`config.mk`:
```
export PLATFORM = sky130hd
export DESIGN_NAME = logisim_tick_generator_flat
export DESIGN_NICKNAME = d
export VERILOG_FILES = /design/src/rtl/logisim_clk_pkg.sv /design/src/rtl/logisim_tick_generator_if.sv /design/src/rtl/logisim_tick_prescaler.sv /design/src/rtl/logisim_tick_generator.sv /design/src/flat_wrapper.sv
export SDC_FILE = /design/constraint.sdc
export NUM_CORES = 1
export LEC_CHECK = 0
export CORE_MARGIN = 3
export CORE_UTILIZATION = 50
export CTS_BUF_LIST = sky130_fd_sc_hd__clkbuf_16
export DETAILED_ROUTE_END_ITERATION = 16
export HOLD_SLACK_MARGIN = 0.15
export PLACE_DENSITY_LB_ADDON = 0.1
export SLEW_MARGIN = 20
export SYNTH_ARGS = -nofsm -noshare
export SYNTH_HDL_FRONTEND = slang
export SYNTH_SLANG_ARGS = --single-unit
```
`constraint.sdc`:
```
create_clock -name GlobalClock -period 2.87 [get_ports GlobalClock]
set_input_delay 0.7175 -clock GlobalClock [delete_from_list [all_inputs] [get_ports GlobalClock]]
set_output_delay 0.7175 -clock GlobalClock [all_outputs]
set_load 0.05 [all_outputs]
```
`src/rtl/logisim_clk_pkg.sv`:
```
// ============================================================================
//  Module      : logisim_clk_pkg
//  Description : Shared types and constants for the derived-clock tick logic.
//  Revision    : 1.0 - initial release
// ============================================================================
`default_nettype none

package logisim_clk_pkg;

    typedef enum logic [1:0] {
        IDLE = 2'd0,
        RUN  = 2'd1,
        STEP = 2'd2,
        ACK  = 2'd3
    } tick_state_t;

    localparam int TICK_COUNT_WIDTH   = 32;
    localparam int DEFAULT_DIV_WIDTH  = 16;
    localparam int DEFAULT_STEP_WIDTH = 8;

endpackage

`default_nettype wire

```
`src/rtl/logisim_tick_generator_if.sv`:
```
// ============================================================================
//  Module      : logisim_tick_generator_if
//  Description : Control/step handshake bundle between debug logic and the
//                tick generator.
//  Revision    : 1.0 - initial release
// ============================================================================
`default_nettype none

interface logisim_tick_generator_if
    import logisim_clk_pkg::*;
#(
    parameter int DIV_WIDTH  = DEFAULT_DIV_WIDTH,
    parameter int STEP_WIDTH = DEFAULT_STEP_WIDTH
);
    logic [DIV_WIDTH-1:0]        Divider;
    logic                        RunEn;
    logic                        StepReq;
    logic [STEP_WIDTH-1:0]       StepCount;
    logic                        StepAck;
    logic                        ClockTick;
    logic                        Running;
    logic [TICK_COUNT_WIDTH-1:0] TickCount;

    modport master (
        output Divider, RunEn, StepReq, StepCount,
        input  StepAck, ClockTick, Running, TickCount
    );

    modport slave (
        input  Divider, RunEn, StepReq, StepCount,
        output StepAck, ClockTick, Running, TickCount
    );
endinterface

`default_nettype wire

```
`src/rtl/logisim_tick_prescaler.sv`:
```
// ============================================================================
//  Module      : logisim_tick_prescaler
//  Description : Reloadable down-counter producing a registered tick every
//                divider_i+1 enabled cycles.
//  Revision    : 1.0 - initial release
// ============================================================================
`default_nettype none

module logisim_tick_prescaler #(
    parameter int DIV_WIDTH = 16
) (
    input  wire logic                 clk,
    input  wire logic                 rst_n,
    input  wire logic                 load_i,
    input  wire logic                 enable_i,
    input  wire logic [DIV_WIDTH-1:0] divider_i,
    output logic                      tick_o,
    output logic                      wrap_o
);
    logic [DIV_WIDTH-1:0] count_q;
    logic [DIV_WIDTH-1:0] count_d;
    logic                 tick_q;

    // wrap_o marks the edge on which the tick is registered, so the owner can
    // account for it in the same cycle rather than one cycle late.
    assign wrap_o = enable_i && (count_q == '0);

    always_comb begin
        count_d = count_q;
        if (load_i) begin
            count_d = divider_i;
        end else if (enable_i) begin
            count_d = wrap_o ? divider_i : count_q - 1'b1;
        end
    end

    always_ff @(posedge clk or negedge rst_n) begin
        if (!rst_n) begin
            count_q <= '0;
            tick_q  <= 1'b0;
        end else begin
            count_q <= count_d;
            tick_q  <= !load_i && wrap_o;
        end
    end

    assign tick_o = tick_q;

endmodule

`default_nettype wire

```
`src/rtl/logisim_tick_generator.sv`:
```
// ============================================================================
//  Module      : logisim_tick_generator
//  Description : ClockTick source with free-run, stop and counted single-step;
//                LOGISIM_TICK_COUNTER_EN enables the 32-bit TickCount.
//  Revision    : 1.0 - initial release
// ============================================================================
`default_nettype none

module logisim_tick_generator
    import logisim_clk_pkg::*;
#(
    parameter int DIV_WIDTH  = DEFAULT_DIV_WIDTH,
    parameter int STEP_WIDTH = DEFAULT_STEP_WIDTH
) (
    input  wire logic               GlobalClock,
    input  wire logic               ResetN,
    logisim_tick_generator_if.slave bus
);
    tick_state_t           state_q;
    logic [STEP_WIDTH-1:0] remaining_q;
    logic                  step_ack_q;
    logic                  running_q;

    logic w_load;
    logic w_enable;
    logic w_wrap;
    logic w_tick;

    assign w_enable = (state_q == RUN) || (state_q == STEP);
    assign w_load   = (state_q == IDLE) && (bus.RunEn || bus.StepReq);

    logisim_tick_prescaler #(
        .DIV_WIDTH (DIV_WIDTH)
    ) u_prescaler (
        .clk       (GlobalClock),
        .rst_n     (ResetN),
        .load_i    (w_load),
        .enable_i  (w_enable),
        .divider_i (bus.Divider),
        .tick_o    (w_tick),
        .wrap_o    (w_wrap)
    );

    always_ff @(posedge GlobalClock or negedge ResetN) begin
        if (!ResetN) begin
            state_q     <= IDLE;
            remaining_q <= '0;
            step_ack_q  <= 1'b0;
            running_q   <= 1'b0;
        end else begin
            case (state_q)
                IDLE: begin
                    if (bus.RunEn) begin
                        state_q   <= RUN;
                        running_q <= 1'b1;
                    end else if (bus.StepReq) begin
                        state_q     <= STEP;
                        running_q   <= 1'b1;
                        remaining_q <= (bus.StepCount == '0) ? STEP_WIDTH'(1) : bus.StepCount;
                    end
                end
                RUN: begin
                    if (!bus.RunEn) begin
                        state_q   <= IDLE;
                        running_q <= 1'b0;
                    end
                end
                STEP: begin
                    // A step always runs to completion; RunEn is only seen again in IDLE.
                    if (w_wrap) begin
                        remaining_q <= remaining_q - 1'b1;
                        if (remaining_q == STEP_WIDTH'(1)) begin
                            state_q    <= ACK;
                            running_q  <= 1'b0;
                            step_ack_q <= 1'b1;
                        end
                    end
                end
                ACK: begin
                    if (!bus.StepReq) begin
                        state_q    <= IDLE;
                        step_ack_q <= 1'b0;
                    end else begin
                        step_ack_q <= 1'b1;
                    end
                end
                default: begin
                    state_q    <= IDLE;
                    running_q  <= 1'b0;
                    step_ack_q <= 1'b0;
                end
            endcase
        end
    end

    assign bus.ClockTick = w_tick;
    assign bus.StepAck   = step_ack_q;
    assign bus.Running   = running_q;

`ifdef LOGISIM_TICK_COUNTER_EN
    logic [TICK_COUNT_WIDTH-1:0] tick_count_q;

    always_ff @(posedge GlobalClock or negedge ResetN) begin
        if (!ResetN) begin
            tick_count_q <= '0;
        end else if (w_tick) begin
            tick_count_q <= tick_count_q + 1'b1;
        end
    end

    assign bus.TickCount = tick_count_q;
`else
    assign bus.TickCount = '0;
`endif

endmodule

`default_nettype wire

```
`src/flat_wrapper.sv`:
```
// flat-port wrapper written by rule: the top's interface ports become plain ports
module logisim_tick_generator_flat import logisim_clk_pkg::*;
#(
    parameter int DIV_WIDTH  = DEFAULT_DIV_WIDTH,
    parameter int STEP_WIDTH = DEFAULT_STEP_WIDTH
)
  (GlobalClock, ResetN, bus_Divider, bus_RunEn, bus_StepReq, bus_StepCount, bus_StepAck, bus_ClockTick, bus_Running, bus_TickCount);
  logisim_tick_generator_if #(.DIV_WIDTH(DIV_WIDTH), .STEP_WIDTH(STEP_WIDTH)) bus_i ();
  input  wire logic GlobalClock;
  input  wire logic ResetN;
  input wire logic [$bits(bus_i.Divider)-1:0] bus_Divider;
  input wire logic [$bits(bus_i.RunEn)-1:0] bus_RunEn;
  input wire logic [$bits(bus_i.StepReq)-1:0] bus_StepReq;
  input wire logic [$bits(bus_i.StepCount)-1:0] bus_StepCount;
  output wire logic [$bits(bus_i.StepAck)-1:0] bus_StepAck;
  output wire logic [$bits(bus_i.ClockTick)-1:0] bus_ClockTick;
  output wire logic [$bits(bus_i.Running)-1:0] bus_Running;
  output wire logic [$bits(bus_i.TickCount)-1:0] bus_TickCount;
  assign bus_i.Divider = bus_Divider;
  assign bus_i.RunEn = bus_RunEn;
  assign bus_i.StepReq = bus_StepReq;
  assign bus_i.StepCount = bus_StepCount;
  assign bus_StepAck = bus_i.StepAck;
  assign bus_ClockTick = bus_i.ClockTick;
  assign bus_Running = bus_i.Running;
  assign bus_TickCount = bus_i.TickCount;
  logisim_tick_generator #(.DIV_WIDTH(DIV_WIDTH), .STEP_WIDTH(STEP_WIDTH)) u_core (.GlobalClock(GlobalClock), .ResetN(ResetN), .bus(bus_i));
endmodule
```
=== Word-level counts from Yosys, hierarchy flattened ===
Index checks and enable logic that the tools add are counted.

* $add $sub $neg: 2
* Eq/ne operators: 11
* Mux-type cells: 25
* Reductions and logical operators: 17

{| class="wikitable"
|+ Operators with widths
! operator !! number
|-
| 2-to-1 mux 16 bit || 3
|-
| 2-to-1 mux 8 bit || 4
|-
| zero test 16 bit || 1
|-
| one-hot mux 8 bit (2 select lines) || 1
|-
| subtractor 16 x 1 -> 16 bit (second input constant) || 1
|-
| 2-to-1 mux 2 bit || 6
|-
| != test 2 bit (second input constant) || 6
|-
| AND reduction 5 bit || 2
|-
| == test 8 x 1 -> 1 bit (second input constant) || 1
|-
| zero test 8 bit || 1
|-
| 2-to-1 mux 1 bit || 8
|-
| one-hot mux 2 bit (4 select lines) || 1
|-
| subtractor 8 x 1 -> 8 bit (second input constant) || 1
|-
| nonzero test 2 bit || 3
|-
| == test 2 bit (second input constant) || 2
|-
| AND reduction 4 bit || 1
|-
| logical AND 1 bit || 3
|-
| != test 3 bit (second input constant) || 1
|-
| one-hot mux 1 bit (3 select lines) || 1
|-
| AND reduction 3 bit || 1
|-
| nonzero test 3 bit || 1
|-
| == test 2 x 1 -> 1 bit (second input constant) || 1
|-
| zero test 2 bit || 1
|-
| logical OR 1 bit || 2
|-
| 2 further kinds || 2
|}

* Flip-flop bits (word level): 29
* Bits of input ports: 28
* Output and inout bits: 35
* Word-level logic and storage cells: 61

=== Depth between registers and ports, before layout ===
* Depth in word-level cells: 6
* Mapped depth: 9
* Gate-level depth less buffers: 6

=== By module ===
Synthesis repeated with hierarchy kept, for this count alone.

* Cell total of the unflattened synthesis: 256
* Area, all modules: 2329.7 µm²

{| class="wikitable"
|+ Modules (own cells, without submodules)
! module !! times used !! cells an instance !! area each (µm²)
|-
| logisim_tick_generator || 1 || 135 || 1207.4
|-
| logisim_tick_prescaler || 1 || 121 || 1122.3
|}

=== Worst setup path after synthesis ===
Ideal clock, no wire load.

* Path kind: register to register
* Start: register u_core.state_q[0]
* End: register u_core.u_prescaler.count_q[7]
* Arrival time: 1.911 ns
* Path slack: 0.837 ns
* Cell stages (with the launch flop): 7
* Buffers on the path: 0
* Cell sequence: dfrtp_1 -> inv_1 -> ha_1 -> and4bb_2 -> a41oi_4 -> mux2_2 -> o22a_1

* Cells in the longest elaborated chain, start to end: 6
* Elaborated cells between the ends (all ways): 10
* Those cells by class: eq/ne (2); mux (3); reduce/logical (5)

{| class="wikitable"
|+ RTL lines
! element !! RTL line !! RTL
|-
| from (decl) || logisim_tick_generator.sv:19 || <nowiki>tick_state_t state_q;</nowiki>
|-
| from (signal assigned) || logisim_tick_generator.sv:46 || <nowiki>state_q <= IDLE;</nowiki>
|-
| from (signal assigned) || logisim_tick_generator.sv:54 || <nowiki>state_q <= RUN;</nowiki>
|-
| from (signal assigned) || logisim_tick_generator.sv:57 || <nowiki>state_q <= STEP;</nowiki>
|-
| == test 2 x 1 -> 1 bit / == test 2 bit (equally long branches) || logisim_tick_generator.sv:29 || <nowiki>assign w_enable = (state_q == RUN) || (state_q == STEP);</nowiki>
|-
| logical OR 1 bit || logisim_tick_generator.sv:29 ||
|-
| logical AND 1 bit || logisim_tick_prescaler.sv:26 || <nowiki>assign wrap_o = enable_i && (count_q == '0);</nowiki>
|-
| 2-to-1 mux 16 bit || logisim_tick_prescaler.sv:33 || <nowiki>count_d = wrap_o ? divider_i : count_q - 1'b1;</nowiki>
|-
| 2-to-1 mux 16 bit || logisim_tick_prescaler.sv:32 || <nowiki>end else if (enable_i) begin</nowiki>
|-
| 2-to-1 mux 16 bit || logisim_tick_prescaler.sv:30 || <nowiki>if (load_i) begin</nowiki>
|-
| to (signal assigned) || logisim_tick_prescaler.sv:42 || <nowiki>count_q <= count_d;</nowiki>
|-
| to (decl) || logisim_tick_prescaler.sv:20 || <nowiki>logic [DIV_WIDTH-1:0] count_q;</nowiki>
|}

Parallel ways exist; a longest one is shown, timed or not. The select of a mux whose other input is x is not followed.
A chain may end at the register's enable or synchronous reset.

=== Worst setup path in the final report ===
* Start: input bus_RunEn
* End: register u_core.u_prescaler.count_q[15]

* Cells in the longest elaborated chain, start to end: 3
* Elaborated cells between the ends (all ways): 4
* Those cells by class: mux (1); reduce/logical (3)

{| class="wikitable"
|+ RTL lines
! element !! RTL line !! RTL
|-
| from (decl) || flat_wrapper.sv:12 || <nowiki>input wire logic [$bits(bus_i.RunEn)-1:0] bus_RunEn;</nowiki>
|-
| logical OR 1 bit * || logisim_tick_generator.sv:30 || <nowiki>assign w_load = (state_q == IDLE) && (bus.RunEn || bus.StepReq);</nowiki>
|-
| logical AND 1 bit * || logisim_tick_generator.sv:30 ||
|-
| 2-to-1 mux 16 bit / nonzero test 2 bit (equally long branches) || - ||
|}

Mark *: on every way between the ends. The rest lies on a longest branch, timed or not.

==> metrics <==
Inst Count DP=369; reported max-cap violation count=0; layout cells sized above 1=0.115; Pleak=approximately 1.2 nW; Total Wirelength=between 5 and 6 mm; met1 usage=0.257; vias in the first global route=between 2000 and 2500; DR iter-0 viols=160; worst slack at placement=0.246 ns; setup violators final=0; switching power=0.00136 W; clock latency on the worst-skew pair=between 0.2 and 0.3 ns; share of flip-flops with an asynchronous set or reset=1.00; Top Usage Layer GRT=met2; worst path required time=3.04 ns; RSZ-0062 raised after global routing=no; hold buffer count at cts=0; PD cells=roughly 1100 nW/um2; r2r worst-path depth=8; Cell variety after synth=between 60 and 70; Yosys warning count=0; wire length per cell=15.5 um; Routed Antenna Nets=0; top cell type's share of synthesized area=0.297; ys flop type=dfrtp_1; Hold Path Stages=2; I/O pin total=between 60 and 70; clock power share=0.194; critical path peak fanout=12; status=completed; vias=~2100; FF+latch count, synth=29; GR Overflow Total=0; area of the multi-input gates=around 1500 um2; initial antenna violation count=0; DRC viols=0; post-cts sizing count=0; GRT Overall Usage=0.212; Critical Path Source Type=input port; GPL Wtd Cong=slightly below 0.9; setup bufs post-CTS=0; flop2flop setup slack=roughly 0.58 ns; Worst VDD drop=roughly 0.00051 V; clock sink count=29; Worst setup EP type=flip-flop; die area=between 5000 and 6000 um2; Comb power frac=0.499; Core Region=about 4500 um2; Worst Hold Launch=u_core.bus.Running; Fin Setup TNS=0 ns; row cnt=24; most common cell in the netlist=buf_4; Final Skew=0.00476 ns; Hold Path Class=reg -> reg; area delta synth->final=17.4%; max-slew violation count=0; fill count=400; Hold EP=u_core.bus.Running; sequential power share=0.307; period utilization=0.831; syn avg cell area=approximately 8.9 um2; Synth area leaders=dfrtp_1, buf_4, ha_1, nand2_1, nor2_1; relative slew slack=0.506; clock tree from TritonCTS=built; Netlist Area Pre-Place=about 2400 um2; GR Layer Usage met2=0.366; area leader, netlist=dfrtp_1; Die Y-Extent=75.9 um; CTS H-tree lvls=2; Bufs on Longest Clock Path=2; FF+latch area=726 um2; Pint=about 0.0017 W; minimum clock period=roughly 2.4 ns; register area share after synthesis=0.297; die width=between 70 and 80 um; clock root buffer master=clkbuf_16; 1st-pass router iterations=4; Post-Layout Cell Count=around 380; clock slew at reported path FFs=about 0.050 ns; post-DR vias/cell=between 5 and 6; transition time at the pin with the least slew margin=about 0.73 ns; pin count of the biggest net entering global routing=30; hpwl dp=roughly 4.2 mm; final net count=348; Arr. time, crit path=~2.6 ns; worst setup margin=about 0.49 ns; Peak Freq=roughly 420 MHz; synth cell count leaders=buf_4, dfrtp_1, nand2_1; reg2reg start=u_core.state_q[0]; switching share of total power=0.452; CTS Buf Count=5; Initial Util=0.539; critical path class=in -> reg; number of port buffers=30; EDFF count, synth=0; met3 usage=0.0462; endpoints failing hold=0; ant diodes=0; first-pass GRT wire length=10.2 mm; Cells after Synth=274; reg2reg end=u_core.u_prescaler.count_q[15]
[placed cells by master (no fill, tap or decap), types with 2 or more instances in the layout]
cell             synthesis  layout
nor4_4                   3       3
nor2_1                  17      17
mux2_2                   3       3
nand3_1                  8       8
and3_1                   4       4
nand2b_1                 2       2
o2bb2ai_1                2       2
ha_1                     9       9
clkbuf_16                0       5
nor3b_1                  3       3
o21ai_0                 11      11
nand4_1                  8       8
inv_1                   13      14
or4_1                    2       2
clkdlybuf4s50_1          0      30
a211oi_1                 4       4
a311oi_1                 6       6
o211ai_1                 2       2
a21oi_1                  6       6
a221o_1                  2       2
a2bb2oi_1                3       3
nor4_1                  10      10
and4_1                   3       3
dfrtp_1                 29      29
buf_4                   33      13
conb_1                   1      32
nor4b_1                  3       3
o22a_1                   4       4
nor3_1                  10      10
o22ai_1                  7       7
o311ai_0                 3       3
clkinv_1                 1       2
mux2i_1                  6       6
a22oi_1                  3       3
nand2_1                 20      20
[cell families after synthesis]
group | synth area share
AO/OA/AOI/OAI | 0.193
adder cells (fa/ha/maj) | 0.0460
buffers and inverters | 0.157
flip-flops | 0.297
multiplexers | 0.0384
other | 0.00153
AND/OR/NAND/NOR | 0.268
[area by class of cell]
type                            count  share of cell area
Multi-Input combinational cell    218               0.506
Inverter                           14              0.0183
Sequential cell                    29               0.253
Tap cell                           65              0.0283
Clock buffer                        5              0.0436
Timing Repair Buffer               43               0.139
Clock inverter                      3              0.0131
[worst max-delay path, cell delays in order]
cell and delay [ns]:
clkdlybuf4s50_1 0.53, o21a_1 0.31, a41oi_4 0.39, buf_4 0.22, buf_4 0.13, nor2_1 0.04, a311oi_1 0.22
[worst max-delay path by stage]
stage                     depth (start not counted)                             end  slack [ns]              start
after floorplan                                   6   u_core.u_prescaler.count_q[7]        0.84  u_core.state_q[0]
after detailed placement                          7  u_core.u_prescaler.count_q[15]        0.25          bus_RunEn
after CTS                                         7  u_core.u_prescaler.count_q[15]        0.50          bus_RunEn
final                                             7  u_core.u_prescaler.count_q[15]        0.49          bus_RunEn
after global routing                              7  u_core.u_prescaler.count_q[15]        0.34          bus_RunEn
after global placement                            5   u_core.u_prescaler.count_q[9]        0.28          bus_RunEn
[state kept, by name, indices dropped and copies added, names as in the netlist]
name                        count
u_core.state_q                  2
u_core.bus.Running              1
u_core.remaining_q              8
u_core.bus.StepAck              1
u_core.u_prescaler.tick_o       1
u_core.u_prescaler.count_q     16
[through the flow]
stage               power, W  utilization  area (um2)  hold slack (ns)
floorplan            0.00204            -        2560            0.422
global placement     0.00238        0.598        2710            0.520
detailed placement   0.00242        0.598        2710            0.525
CTS                  0.00302        0.634        2870            0.533
global route         0.00325        0.634        2870            0.541
finish               0.00302        0.634        2870            0.525
[metal layers]
layer / share of wire / routed length (um)
met1: 0.42 / 2450
met3: 0.051 / 295
met2: 0.52 / 3010
met5: 0 / 0
met4: 0.012 / 71
[power groups by stage]
stage	sequential, W	combinational [W]	clock (W)
6_report	0.000926	0.00150	0.000587
4_1_cts	0.000920	0.00151	0.000596
5_1_grt	0.000958	0.00167	0.000622
2_1_floorplan	0.000898	0.00114	0
3_5_place_dp	0.000922	0.00149	0
3_3_place_gp	0.000916	0.00147	0
Power figures use the tool's default switching activity.
